File: src/rtl/cond_flag_unit.sv
// Condition/flag unit: stores ALU flags, evaluates ARM condition codes, issues gated strobes.
// Latency 1 cycle from accept to strobes/flags; stall=1 freezes every register (no internal buffering).
module cond_flag_unit #(
    parameter int                FLAG_W      = 4,
    parameter logic [FLAG_W-1:0] RESET_FLAGS = 4'b0000
) (
    input  logic              clk,
    input  logic              reset,
    input  logic              in_valid,
    input  logic              stall,
    input  logic [3:0]        cond,
    input  logic [FLAG_W-1:0] alu_flags,
    input  logic [1:0]        flag_w,
    input  logic              pcs_in,
    input  logic              reg_w_in,
    input  logic              mem_w_in,
    input  logic              no_write,
    output logic [FLAG_W-1:0] flags,
    output logic              cond_ex,
    output logic              pc_src,
    output logic              reg_write,
    output logic              mem_write,
    output logic              out_valid,
    output logic              undef_seen
);

    logic [FLAG_W-1:0] r_flags;
    logic              r_cond_ex;
    logic              r_pc_src;
    logic              r_reg_write;
    logic              r_mem_write;
    logic              r_out_valid;
    logic              r_undef_seen;

    logic              w_n;
    logic              w_z;
    logic              w_c;
    logic              w_v;
    logic              w_pass;
    logic              w_accept;
    logic              w_undef;
    logic [FLAG_W-1:0] w_flags_nxt;

    assign w_n      = r_flags[3];
    assign w_z      = r_flags[2];
    assign w_c      = r_flags[1];
    assign w_v      = r_flags[0];
    assign w_accept = in_valid & ~stall;
    assign w_undef  = (cond == 4'b1111);

    // Evaluated against the stored flags, i.e. before this instruction's own update.
    always_comb begin
        w_pass = 1'b0;
        case (cond)
            4'd0:    w_pass = w_z;
            4'd1:    w_pass = ~w_z;
            4'd2:    w_pass = w_c;
            4'd3:    w_pass = ~w_c;
            4'd4:    w_pass = w_n;
            4'd5:    w_pass = ~w_n;
            4'd6:    w_pass = w_v;
            4'd7:    w_pass = ~w_v;
            4'd8:    w_pass = w_c & ~w_z;
            4'd9:    w_pass = ~w_c | w_z;
            4'd10:   w_pass = (w_n == w_v);
            4'd11:   w_pass = (w_n != w_v);
            4'd12:   w_pass = ~w_z & (w_n == w_v);
            4'd13:   w_pass = w_z | (w_n != w_v);
            4'd14:   w_pass = 1'b1;
            default: w_pass = 1'b0;
        endcase
    end

    always_comb begin
        w_flags_nxt = r_flags;
        if (w_pass) begin
            if (flag_w[1]) w_flags_nxt[3:2] = alu_flags[3:2];
            if (flag_w[0]) w_flags_nxt[1:0] = alu_flags[1:0];
        end
    end

    always_ff @(posedge clk or posedge reset) begin
        if (reset) begin
            r_flags      <= RESET_FLAGS;
            r_cond_ex    <= 1'b0;
            r_pc_src     <= 1'b0;
            r_reg_write  <= 1'b0;
            r_mem_write  <= 1'b0;
            r_out_valid  <= 1'b0;
            r_undef_seen <= 1'b0;
        end else if (!stall) begin
            if (w_accept) begin
                r_flags     <= w_flags_nxt;
                r_cond_ex   <= w_pass;
                r_pc_src    <= pcs_in & w_pass;
                r_reg_write <= reg_w_in & ~no_write & w_pass;
                r_mem_write <= mem_w_in & w_pass;
                r_out_valid <= 1'b1;
                if (w_undef) r_undef_seen <= 1'b1;
            end else begin
                r_cond_ex   <= 1'b0;
                r_pc_src    <= 1'b0;
                r_reg_write <= 1'b0;
                r_mem_write <= 1'b0;
                r_out_valid <= 1'b0;
            end
        end
    end

    assign flags      = r_flags;
    assign cond_ex    = r_cond_ex;
    assign pc_src     = r_pc_src;
    assign reg_write  = r_reg_write;
    assign mem_write  = r_mem_write;
    assign out_valid  = r_out_valid;
    assign undef_seen = r_undef_seen;

endmodule

File: config.mk
export PLATFORM = sky130hd
export DESIGN_NAME = cond_flag_unit
export DESIGN_NICKNAME = d
export VERILOG_FILES = /design/src/rtl/cond_flag_unit.sv
export SDC_FILE = /design/constraint.sdc
export NUM_CORES = 1
export LEC_CHECK = 0
export ABC_AREA = 1
export BUFFER_PORTS_ARGS = -buffer_cell sky130_fd_sc_hd__buf_2
export CAP_MARGIN = 20
export CORE_MARGIN = 1.5
export CORE_UTILIZATION = 49
export CTS_BUF_LIST = sky130_fd_sc_hd__clkbuf_4 sky130_fd_sc_hd__clkbuf_8 sky130_fd_sc_hd__clkbuf_16
export CTS_CLUSTER_DIAMETER = 60
export CTS_CLUSTER_SIZE = 8
export DETAILED_ROUTE_END_ITERATION = 12
export PLACE_DENSITY = 0.82
export SLEW_MARGIN = 10
export SYNTH_ARGS = -nofsm -noshare
export SYNTH_HDL_FRONTEND = slang
export SYNTH_SLANG_ARGS = --single-unit
File: constraint.sdc
create_clock -name clk -period 2.8 [get_ports clk]
set_clock_uncertainty 0.1 [all_clocks]
set_input_delay 0.28 -clock clk [delete_from_list [all_inputs] [get_ports clk]]
set_output_delay 0.28 -clock clk [all_outputs]
set_load 0.02 [all_outputs]
==> run summary <==
Status -> finished, final reports clean
# IOs -> 28
Via density -> 5.05
Total count of hold-check failures in the final report -> 0
Clk_lat worst skew -> 0.27 ns
WP data arrival -> 1.52 ns
Routed via count -> 717
Starting density of the core -> 0.522
Reg2reg setup slack -> 1.33 ns
PwrDens -> 752 nW/um2
DRT iter0 DRCs -> 27
P_leak -> 0.507 nW
Largest net degree at the start of global routing -> 11
DP HPWL -> 1230 um
Share of cells above drive strength 1 -> 0.362
Postcts setup bufs -> 0
Reg2reg end -> flags[2]$_DFFE_PP0P_
Critical Path End Type -> flop
Num CTS Buffers -> 3
Least-Margin Pin Slew -> 0.388 ns
Worst-path maximum fanout -> 9
Clk buf depth -> 2
Min cycle time layout -> 1.47 ns
Worst hold path stage count -> 3
ANT nets after route -> 0
Die area -> 1620 um2
Yosys top cell area share -> 0.368
Max VDD drop -> 0.000406 V
Setup Crit Path Kind -> reg2reg
Overall Global Routing Usage -> 0.233
DRC errors left -> 0
Antenna violations before repair -> 0
Type of origin of the critical path -> flop
First-pass GRT wire length -> 2450 um
Total power -> 0.643 mW
R2r startpoint -> flags[0]$_DFFE_PP0P_
Synthesized Nets -> 115
Drt total wl -> 1560 um
H-tree depth -> 1
Final core utilization -> 0.657
Seq/Total Area, Yosys -> 0.368
CTS tree -> done
Setup TNS -> 0 ns
Min-Delay Path Class -> in2reg
Placer Congestion -> 0.882
Synth cell types -> 19
F_max -> 679 MHz
Die height -> 40.2 um
Slew headroom -> 0.741
Mean Syn Cell Area -> 7.00 um2
Die X -> 40.2 um
Overflow left after global routing -> 0
Fin cells -> 142
RSZ-0062 raised after global routing -> no
Core Area -> 1300 um2
IO Port Bufs -> 27
Syn. warnings -> 0
Largest area contributor in the netlist -> dfrtp_1
WL per Instance -> 11.0 um
Hold Crit Start -> in_valid
Placed cell count -> 138
Post-Synthesis Cell Area -> 679 um2
Clock Sink Count -> 10
ANT cells -> 0
Mapped Cells -> 97
Vias in the first global route -> 592
Max Cap Viol -> 0
First-pass DRT Iterations -> 5
Period utilization -> 0.526
Destination of the worst hold path -> out_valid$_DFFE_PP0N_
Final setup vio count -> 0
Clk pin slew, worst setup/hold paths -> 0.07 ns
Max Slew Vio Count -> 0
Fin nets -> 147
Clock root cell -> clkbuf_4
Synth top area cells -> dfrtp_1 37%, nand2_1 20%, nand3_1 8.1%, inv_1 5.5%, nand2_2 3.7%
CP Data Required Time -> 2.85 ns
R2R cell count -> 10
Synthesis-to-layout area growth -> 25.8%
Yosys reg bits -> 10
Core Rows -> 13
power breakdown:
group | internal (mW) | switching, mW
registers | 0.188 | 0.0418
logic | 0.113 | 0.203
clock network | 0.0495 | 0.0476
total | 0.350 | 0.293
critical path: stages, from the launching register on:
cell      delay (ns)
dfrtp_1         0.42
inv_1           0.10
nand2_1         0.09
nand2_1         0.06
nand2_1         0.06
a21boi_2        0.17
nor2_4          0.05
nand3_4         0.10
nand3_2         0.09
nand2_1         0.07
nand2_1         0.05
cell families after synthesis:
| logic type | count (synthesis) | synth area share |
|---|---|---|
| DFF | 10 | 0.368 |
| AOI/OAI and AO/OA | 5 | 0.0626 |
| and+or+nand+nor | 66 | 0.470 |
| buffers and inverters | 16 | 0.0994 |
worst max path at each step:
stage	start	end	cells after the start	slack (ns)
6_report	flags[0]$_DFFE_PP0P_	flags[2]$_DFFE_PP0P_	10	1.33
5_1_grt	flags[3]$_DFFE_PP0P_	flags[2]$_DFFE_PP0P_	10	1.19
4_1_cts	flags[0]$_DFFE_PP0P_	flags[2]$_DFFE_PP0P_	10	1.32
3_5_place_dp	cond[3]	flags[2]$_DFFE_PP0P_	9	1.31
3_3_place_gp	cond[3]	flags[2]$_DFFE_PP0P_	12	1.35
2_1_floorplan	flags[0]$_DFFE_PP0P_	flags[2]$_DFFE_PP0P_	10	1.37
routing by layer:
layer,global-route usage,vias up,share of wire
li1,-,367,-
met1,0.284,320,0.41
met2,0.391,28,0.51
met3,0.0833,2,0.065
met4,0.0500,0,0.0058
met5,0,-,0
placed cells by master, fill, tap and decap left out, drive strengths merged:
cell type | Yosys | final
nand3b | 1 | 1
nor2 | 6 | 6
dlygate4sd3 | 0 | 1
clkbuf | 0 | 3
a21boi | 1 | 1
buf | 1 | 27
nand3 | 14 | 14
nand4 | 4 | 4
clkinv | 1 | 1
inv | 14 | 14
dfrtp | 10 | 10
o21ai | 2 | 2
a31o | 1 | 1
a21oi | 1 | 1
nand2 | 41 | 41
state kept, by name, indices dropped and copies added, names as in the netlist:
signal	count
flags	4
cond_ex	1
mem_write	1
out_valid	1
pc_src	1
reg_write	1
undef_seen	1
cells in the mapped netlist:
cell      instances
nand2_1          37
nand4_1           4
a31o_2            1
dfrtp_1          10
clkinv_1          1
nand3b_1          1
a21boi_2          1
buf_6             1
inv_1            10
nand3_2           2
inv_2             4
a21oi_2           1
o21ai_0           1
nand3_1          11
nor2_1            5
nand2_2           4
nand3_4           1
o21ai_2           1
nor2_4            1
what timing repair did:
action,in CTS,in global routing
resized for setup,0,0
endpoints found under the hold margin,10,0
hold buffers,1,0
layout make-up:
cell class	count	area, um2
multi-input cells	71	362
fillers	118	447
well taps	15	18.8
inverters	15	56.3
flip-flops and latches	10	250
clock buffers	3	22.5
repair buffers	28	145
per-stage QoR:
step                      area [um2]  setup slack (ns)  hold WS, ns
after global placement           822              1.35        0.171
final                            855              1.33        0.139
after CTS                        855              1.32        0.129
after floorplan                  679              1.37       0.0202
after global routing             855              1.19        0.159
after detailed placement         822              1.31        0.177
Power figures use the tool's default switching activity.
